==> src/rtl/ddr_a2m_cmdsched.sv <==
// ddr_a2m_cmdsched: pops AXI requests from the request FIFO and splits
// them into MBA commands, throttling outstanding read commands.
// Ports: CLK/ZRESET; FIFO side EMPTY, RE, AX* show-ahead head fields;
// command side CMDVALID/CMDREADY, CMD* fields; RDDONE (read return pulse)
// and BUSY. Optional macro DDR_A2M_CMDSCHED_EXCL_EN: unsplit, drained
// exclusive commands with CMDLOCK.
module ddr_a2m_cmdsched #(
  parameter int P_IW    = 8,
  parameter int P_AW    = 40,
  parameter int P_MBL   = 16,
  parameter int P_MAXRD = 4
) (
  input  logic            CLK,
  input  logic            ZRESET,
  input  logic            EMPTY,
  output logic            RE,
  input  logic [P_IW-1:0] AXID,
  input  logic [P_AW-1:0] AXADDR,
  input  logic [7:0]      AXLEN,
  input  logic [2:0]      AXSIZE,
  input  logic [1:0]      AXBURST,
  input  logic            AXLOCK,
  input  logic            AXDIR,
  output logic            CMDVALID,
  input  logic            CMDREADY,
  output logic [P_IW-1:0] CMDID,
  output logic [P_AW-1:0] CMDADDR,
  output logic [7:0]      CMDLEN,
  output logic [2:0]      CMDSIZE,
  output logic            CMDDIR,
  output logic            CMDWRAP,
  output logic            CMDLOCK,
  output logic            CMDLAST,
  input  logic            RDDONE,
  output logic            BUSY
);

  localparam int         MW       = $clog2(P_MBL);
  localparam logic [3:0] MAXRD    = 4'(P_MAXRD);
  localparam logic [8:0] MBL      = 9'(P_MBL);
  localparam logic [1:0] BT_FIXED = 2'd0;
  localparam logic [1:0] BT_WRAP  = 2'd2;

  typedef enum logic [1:0] {
    S_IDLE,
    S_HOLD,
    S_ISSUE
  } state_t;

  state_t state, state_nx;

  logic [P_AW-1:0] addr;
  logic [P_AW-1:0] step;
  logic [7:0]      rem;
  logic [P_IW-1:0] id;
  logic [2:0]      size;
  logic [1:0]      burst;
  logic            dir;
  logic [3:0]      rdcnt;
  logic            lk;
  logic            pop_ok;
  logic            go;
  logic            fire;
  logic            rd_inc;
  logic            rd_dec;
  logic [MW-1:0]   off;
  logic [8:0]      rem1;
  logic [8:0]      space;
  logic [8:0]      n;

`ifdef DDR_A2M_CMDSCHED_EXCL_EN
  logic lock;
  logic excl_wait;

  assign lk     = lock;
  // After a locked command, hold off the next pop until reads drain.
  assign pop_ok = !excl_wait || (rdcnt == 4'd0);
  assign go     = (dir || (rdcnt < MAXRD))
               && (!lock || (rdcnt == 4'd0));

  always_ff @(posedge CLK or negedge ZRESET) begin
    if (!ZRESET) begin
      lock      <= 1'b0;
      excl_wait <= 1'b0;
    end else begin
      if (RE)
        lock <= AXLOCK;
      if (fire && CMDLOCK)
        excl_wait <= 1'b1;
      else if (rdcnt == 4'd0)
        excl_wait <= 1'b0;
    end
  end
`else
  logic unused_axlock;

  assign unused_axlock = AXLOCK;
  assign lk            = 1'b0;
  assign pop_ok        = 1'b1;
  assign go            = dir || (rdcnt < MAXRD);
`endif

  assign fire  = (state == S_ISSUE) && CMDREADY;
  assign off   = MW'(addr >> size);
  assign rem1  = {1'b0, rem} + 9'd1;
  assign space = MBL - 9'(off);
  assign step  = P_AW'({1'b0, CMDLEN} + 9'd1);

  // Chunk size: INCR stops at the P_MBL-beat window boundary.
  always_comb begin
    n = 9'd1;
    unique case (1'b1)
      lk:                          n = rem1;
      !lk && burst == BT_FIXED:    n = 9'd1;
      !lk && burst == BT_WRAP:     n = rem1;
      default: n = (rem1 < space) ? rem1 : space;
    endcase
  end

  always_ff @(posedge CLK or negedge ZRESET) begin
    if (!ZRESET)
      state <= S_IDLE;
    else
      state <= state_nx;
  end

  always_comb begin
    state_nx = state;
    unique case (state)
      S_IDLE:  if (RE) state_nx = S_HOLD;
      S_HOLD:  if (go) state_nx = S_ISSUE;
      S_ISSUE: begin
        if (CMDREADY)
          state_nx = CMDLAST ? S_IDLE : S_HOLD;
      end
      default: state_nx = S_IDLE;
    endcase
  end

  always_comb begin
    RE       = (state == S_IDLE) && !EMPTY && pop_ok;
    CMDVALID = (state == S_ISSUE);
    BUSY     = (state != S_IDLE) || (rdcnt != 4'd0);
  end

  always_ff @(posedge CLK or negedge ZRESET) begin
    if (!ZRESET) begin
      addr    <= '0;
      rem     <= '0;
      id      <= '0;
      size    <= '0;
      burst   <= '0;
      dir     <= 1'b0;
      CMDID   <= '0;
      CMDADDR <= '0;
      CMDLEN  <= '0;
      CMDSIZE <= '0;
      CMDDIR  <= 1'b0;
      CMDWRAP <= 1'b0;
      CMDLOCK <= 1'b0;
      CMDLAST <= 1'b0;
    end else begin
      if (RE) begin
        addr  <= AXADDR;
        rem   <= AXLEN;
        id    <= AXID;
        size  <= AXSIZE;
        burst <= AXBURST;
        dir   <= AXDIR;
      end else if (fire) begin
        rem <= rem - CMDLEN - 8'd1;
        if (burst != BT_FIXED)
          addr <= addr + (step << size);
      end
      if (state == S_HOLD && go) begin
        CMDID   <= id;
        CMDADDR <= addr;
        CMDLEN  <= 8'(n - 9'd1);
        CMDSIZE <= size;
        CMDDIR  <= dir;
        CMDWRAP <= (burst == BT_WRAP);
        CMDLOCK <= lk;
        CMDLAST <= (n == rem1);
      end
    end
  end

  // Spurious RDDONE at zero is dropped; the count never passes P_MAXRD.
  assign rd_inc = fire && !CMDDIR;
  assign rd_dec = RDDONE && (rdcnt != 4'd0);

  always_ff @(posedge CLK or negedge ZRESET) begin
    if (!ZRESET)
      rdcnt <= '0;
    else if (rd_inc && !rd_dec && rdcnt < MAXRD)
      rdcnt <= rdcnt + 4'd1;
    else if (rd_dec && !rd_inc)
      rdcnt <= rdcnt - 4'd1;
  end

endmodule

==> config.mk <==
export PLATFORM = sky130hd
export DESIGN_NAME = ddr_a2m_cmdsched
export DESIGN_NICKNAME = d
export VERILOG_FILES = /design/src/rtl/ddr_a2m_cmdsched.sv
export SDC_FILE = /design/constraint.sdc
export NUM_CORES = 1
export LEC_CHECK = 0
export CORE_ASPECT_RATIO = 1.75
export CORE_MARGIN = 1.5
export CORE_UTILIZATION = 31
export DETAILED_ROUTE_END_ITERATION = 10
export GPL_TIMING_DRIVEN = 0
export PLACE_DENSITY_LB_ADDON = 0.05
export SETUP_SLACK_MARGIN = 0.4
export SYNTH_ARGS = -nofsm -noshare
export SYNTH_HDL_FRONTEND = slang
export SYNTH_SLANG_ARGS = --single-unit
export TNS_END_PERCENT = 50
==> constraint.sdc <==
create_clock -name CLK -period 12.4 [get_ports CLK]
set_clock_uncertainty 0.05 [all_clocks]
set_input_delay 2.48 -clock CLK [delete_from_list [all_inputs] [get_ports CLK]]
set_output_delay 2.48 -clock CLK [all_outputs]
set_load 0.05 [all_outputs]
# After elaboration in Yosys (flattened, before gate mapping)
# Index checks and enable logic that the tools add are counted.
dict set report classes {
  n_mux 14
  n_addsub 9
  n_lt_le_gt_ge 2
  n_reduce_logical 24
  shift 2
  eq_ne 7
  bitwise 0
  mul 0
  div_mod_pow 0
}
# op count
set ops {}
lappend ops {{2-to-1 mux 40 bit} 3}
lappend ops {{adder 40 bit} 1}
lappend ops {{left shift 9 x 3 -> 40 bit} 1}
lappend ops {{>> shifter 40 x 3 -> 4 bit} 1}
lappend ops {{adder 8 x 1 -> 9 bit (second input constant)} 2}
lappend ops {{one-hot mux 9 bit (2 select lines)} 1}
lappend ops {{2-to-1 mux 8 bit} 2}
lappend ops {{subtractor 8 x 1 -> 8 bit (second input constant)} 2}
lappend ops {{nonzero test 2 bit} 5}
lappend ops {{equality test 9 bit} 1}
lappend ops {{< comparator 9 bit} 1}
lappend ops {{2-to-1 mux 9 bit} 1}
lappend ops {{logical AND 1 bit} 8}
lappend ops {{2-to-1 mux 4 bit} 2}
lappend ops {{subtractor 8 bit} 1}
lappend ops {{2-to-1 mux 2 bit} 3}
lappend ops {{one-hot mux 2 bit (3 select lines)} 1}
lappend ops {{subtractor 5 x 4 -> 6 bit (first input constant)} 1}
lappend ops {{adder 4 x 1 -> 4 bit (second input constant)} 1}
lappend ops {{equality test 2 bit (second input constant)} 2}
lappend ops {{zero test 1 bit} 4}
lappend ops {{zero test 2 bit} 2}
lappend ops {{< comparator 4 x 3 -> 1 bit (second input constant)} 1}
lappend ops {{!= test 2 bit (second input constant)} 2}
lappend ops {{other kinds (8)} 9}
dict set report totals {
  latchBits 0
  memories 0
  reg_bits 130
  romBits 0
  mem_bits_rw 0
  out_inout_bits 66
}

# Longest topological paths before layout
dict set report logic_depth {
  word_depth 7
  ltp_mapped 22
  mapped_depth_nobuf 21
}

# Least setup slack after synthesis
# No wires, ideal clock.
dict set report synth_path {
  kind {input to output}
  startpoint {in EMPTY}
  endpoint {out RE}
  path_slack_ns 6.037
  arrival_time_ns 3.833
  cell_stages 4
  required_time_ns 9.870
  path_buffers 2
  cell_sequence {or3_1 > inv_1 > clkbuf_1 > clkbuf_1}
}
dict set report synth_between {
  elab_chain_cells 2
}
# element line
set synth_rtl {}
lappend synth_rtl {{start, declared} 15} ;# input logic EMPTY,
lappend synth_rtl {{zero test 1 bit} 141} ;# RE = (state == S_IDLE) && !EMPTY && pop_ok;
lappend synth_rtl {{logical AND 1 bit} 141}
lappend synth_rtl {{end, declared} 16} ;# output logic RE,
# No other way between the ends.

# Worst setup path after layout
# Same ends and word-level chain as after synthesis.

==> impl_table.tex <==
\begin{tabular}{lr}
\hline
Metric & Value \\
\hline
\multicolumn{2}{l}{\textbf{Floorplanning}} \\
Starting Density & 31.69\% \\
Die area & 0.02692 mm\^{}2 \\
Y dimension of the die & 215.9 um \\
Width of the die & 124.7 um \\
Standard-cell rows & 77 \\
I/O pin count & approximately 130 \\
Core Region & around 0.025 mm\^{}2 \\
\multicolumn{2}{l}{\textbf{Routing}} \\
Average wire per standard cell & between 15 and 20 um \\
Number of violations reported at the end of detailed-routing iteration 0 & 413 \\
Post-detailed-route count of antenna-violating nets & 0 \\
Via Count & 7400 \\
Post-detailed-routing wire length & $\sim$27000 um \\
Number of design rule violations left after detail routing & 0 \\
Detailed-route vias per instance & slightly above 5 \\
Length of the first detailed-routing pass in iterations & 4 \\
\multicolumn{2}{l}{\textbf{Clock network}} \\
Cell at the root of the clock tree & sky130\_fd\_sc\_hd\_\_clkbuf\_16 \\
TritonCTS Buffers & 17 \\
Post-CTS Hold Fix Bufs & 0 \\
CTS tree & done \\
CTS-repair resized insts & 0 \\
Post-CTS setup repair buffer count & 0 \\
Number of H-tree branching levels & 4 \\
Number of sinks driven by the clock tree & 130 \\
Insertion delay to the later sink of the worst-skew pair & approximately 0.45 ns \\
CTS max path bufs & 2 \\
Clock transition at the register clock pins on the worst setup and hold paths after CTS & 0.07 ns \\
\multicolumn{2}{l}{\textbf{Timing}} \\
Final hold viol count & 0 \\
Transition at the pin with the smallest max-transition slack & just under 0.9 ns \\
Maximum clock frequency & around 130 MHz \\
Summed negative setup slack over all endpoints & 0 ns \\
Worst rel slew slack & around two fifths \\
Final period utilization & 62.30\% \\
Max Slew Vio Count & 0 \\
Tmin final & 7.725 ns \\
Setup violators final & 0 \\
Unrepaired setup endpoints after global routing & no \\
\multicolumn{2}{l}{\textbf{Run status}} \\
Outcome & finished clean \\
\multicolumn{2}{l}{\textbf{Cells and area}} \\
Design area & 0.01038 mm\^{}2 \\
Final \#Nets & 1211 \\
Most frequent cells in the layout & sky130\_fd\_sc\_hd\_\_nand2\_1, sky130\_fd\_sc\_hd\_\_dfrtp\_1, sky130\_fd\_sc\_hd\_\_clkdlybuf4s50\_1 \\
Ant. Diodes & 0 \\
Share of cells above drive strength 1 & 5.432\% \\
Synthesis-to-finish area growth & 29.20\% \\
Final standard cell count with taps included and fillers excluded & 1439 \\
\# fillers & 2652 \\
Most common cell after layout, fill and taps aside & sky130\_fd\_sc\_hd\_\_nand2\_1 \\
\multicolumn{2}{l}{\textbf{Synthesis}} \\
Post-synthesis instance total & around 960 \\
Number of register bits inferred by synthesis & between 100 and 150 \\
Fraction of synthesized cell area taken by the top area cell type & 40.51\% \\
Average cell area after synthesis & around 8.4 um\^{}2 \\
Top cells by area in the synthesized netlist & sky130\_fd\_sc\_hd\_\_dfrtp\_1, sky130\_fd\_sc\_hd\_\_nand2\_1, sky130\_fd\_sc\_hd\_\_ha\_1, sky130\_fd\_sc\_hd\_\_o21ai\_0, sky130\_fd\_sc\_hd\_\_nor2\_1 \\
Total nets after synthesis & approximately 1100 \\
Number of distinct library cells after synthesis & between 60 and 70 \\
Post-synth EDFFs & 0 \\
Leading area contributor after synthesis & sky130\_fd\_sc\_hd\_\_dfrtp\_1 \\
Main flop type after synthesis & sky130\_fd\_sc\_hd\_\_dfrtp\_1 \\
Total of warnings raised by yosys & 0 \\
Post-synthesis async set-or-reset flop share & 100.0\% \\
Proportion of synthesized chip area in sequential cells & about two fifths \\
Syn Std Cell Area & 0.008030 mm\^{}2 \\
\multicolumn{2}{l}{\textbf{Global route}} \\
Pin count of the biggest net entering global routing & 90 \\
Grt peak-use layer & met2 \\
Met1 GRT Util & a little under a quarter \\
First-pass GRT wire length & 42680 um \\
Number of global-route vias before repair & between 7000 and 8000 \\
Total routing resource utilization after global routing & just over 20\% \\
Fraction of met3 tracks used by global routing & under 10\% \\
Initial antenna violation count & 0 \\
GR Overflow Total & 0 \\
GR met2 Demand/Resource & a little under two fifths \\
\multicolumn{2}{l}{\textbf{Place}} \\
Post-Place Cells & 1407 \\
Number of buffers added on ports & 131 \\
Detailed-placement wirelength estimate & between 20000 and 25000 um \\
Post-Place Cell Area & between 0.009 and 0.01 mm\^{}2 \\
Final weighted congestion of routability-driven global placement & 0.8665 \\
\multicolumn{2}{l}{\textbf{Setup path}} \\
End of the worst register-to-register path & addr[36]\$\_DFFE\_PN0P\_ \\
Biggest cell delay along the critical path & 0.89 ns \\
Crit end category & output pin \\
Worst path required time & between 9 and 10 ns \\
CP startpoint kind & primary input \\
FF-to-FF setup slack & 7.12 ns \\
Logic depth of the worst path, buffers included & 6 \\
Number of buffer and inverter instances along the worst setup path & 5 \\
Cells traversed along the worst timing path & clkdlybuf4s50\_1, or3\_1, inv\_1, clkbuf\_1, clkbuf\_1, clkdlybuf4s50\_1 \\
Worst Setup Path Type & primary input to output pin \\
Worst Path Max Fanout & 10 \\
CP arrival & 5.19 ns \\
Worst path slowest cell & sky130\_fd\_sc\_hd\_\_clkdlybuf4s50\_1 \\
Count of cells along the worst register-to-register path & 18 \\
Worst flop-to-flop path startpoint & size[0]\$\_DFFE\_PN0P\_ \\
Family with the most delay on the worst path & buffers and inverters \\
\multicolumn{2}{l}{\textbf{Power}} \\
Largest vdd supply drop & between 100 and 150 uV \\
Reported leakage power & about 4.5 nW \\
Power density normalized to cell area & approximately 330 mW/mm\^{}2 \\
\multicolumn{2}{l}{\textbf{Hold path}} \\
Worst min-delay path startpoint & id[2]\$\_DFFE\_PN0P\_ \\
Worst Hold Endpoint & CMDID[2]\$\_DFFE\_PN0P\_ \\
Tightest Hold Check Type & flop to flop \\
Hold Path Stages & 2 \\
\multicolumn{2}{l}{\textbf{Run}} \\
Count of max-cap constraint violations & 0 \\
\hline
\end{tabular}
[power breakdown]
| part | internal [mW] | total (mW) | switching (mW) | leakage [nW] |
|---|---|---|---|---|
| registers | 0.619 | 0.828 | 0.209 | 1.62 |
| clock network | 0.319 | 0.534 | 0.215 | 0.291 |
| logic | 0.777 | 2.06 | 1.29 | 2.62 |
[worst reg2reg max path: cells and delay by family (launching register included)]
kind / cells / cell delay, ns
fa+ha+maj: 1 / 0.29
simple gates: 3 / 0.90
buf+inv: 5 / 1.28
flops: 1 / 0.34
compound gates: 9 / 2.34
[cells by family after synthesis]
logic type,Yosys count,synth area share [%]
other cells,1,0.04670
mux,27,5.079
simple gates,456,24.82
buf+inv,70,3.630
xor+xnor,37,4.036
flops,130,40.51
fa+ha+maj,34,5.563
compound gates,204,16.31
[synth_stat cells, drive strengths merged (10+ instances only)]
cell and number:
inv 20, nand4 10, mux2i 14, nor3 15, nand2 279, a21oi 43, ha 30, and3 12
nor2 59, or3 10, o21ai 64, buf 12, xor2 13, dfrtp 130, xnor2 24, a22oi 15
a21o 11, nand3 32, clkbuf 38, o211ai 12
[flip-flops by register name, summed over array words and instances, names as in the netlist]
register  cells
addr         40
rem           8
CMDLEN        8
state         2
CMDWRAP       1
CMDID         8
rdcnt         4
dir           1
CMDDIR        1
CMDADDR      40
id            8
CMDLAST       1
burst         2
size          3
CMDSIZE       3
[per-layer routing]
| metal | up-vias | part of all wire [%] | wire [um] |
|---|---|---|---|
| met4 | 0 | 4.1 | 1102 |
| met1 | 3553 | 39 | 10560 |
| li1 | 3649 | - | - |
| met3 | 49 | 3.3 | 894 |
| met2 | 149 | 54 | 14500 |
| met5 | - | 0 | 0 |
[stage by stage]
step                total power, mW  hold WS, ns  util (%)  setup WS (ns)
finish                        3.426       0.4246     40.95          4.675
global placement              2.900       0.4006     38.43          2.907
CTS                           3.470       0.4230     40.95          4.594
detailed placement            2.917       0.4059     38.54          4.579
global route                  3.704       0.4441     40.95          4.471
floorplan                     2.273       0.3886         -          6.037
[layout make-up]
cell class	instances	area, um^2	area share [%]
plain buffers	50	216.5	2.086
clock buffers	18	429.2	4.137
clock inverters	14	180.2	1.737
inverters	20	75.07	0.7236
multi-input cells	759	4486	43.23
flip-flops and latches	130	3253	31.36
well taps	316	395.4	3.811
repair buffers	132	1340	12.92
[how the worst max path moves through the flow]
stage / end / startpoint / slack (ns)
after floorplan: RE / EMPTY / 6.04
after global placement: rdcnt[3]$_DFFE_PN0P_ / ZRESET / 2.91
after detailed placement: RE / EMPTY / 4.58
after CTS: RE / EMPTY / 4.59
after global routing: RE / EMPTY / 4.47
final: RE / EMPTY / 4.68
No activity file was read; power rests on OpenSTA's default activity.
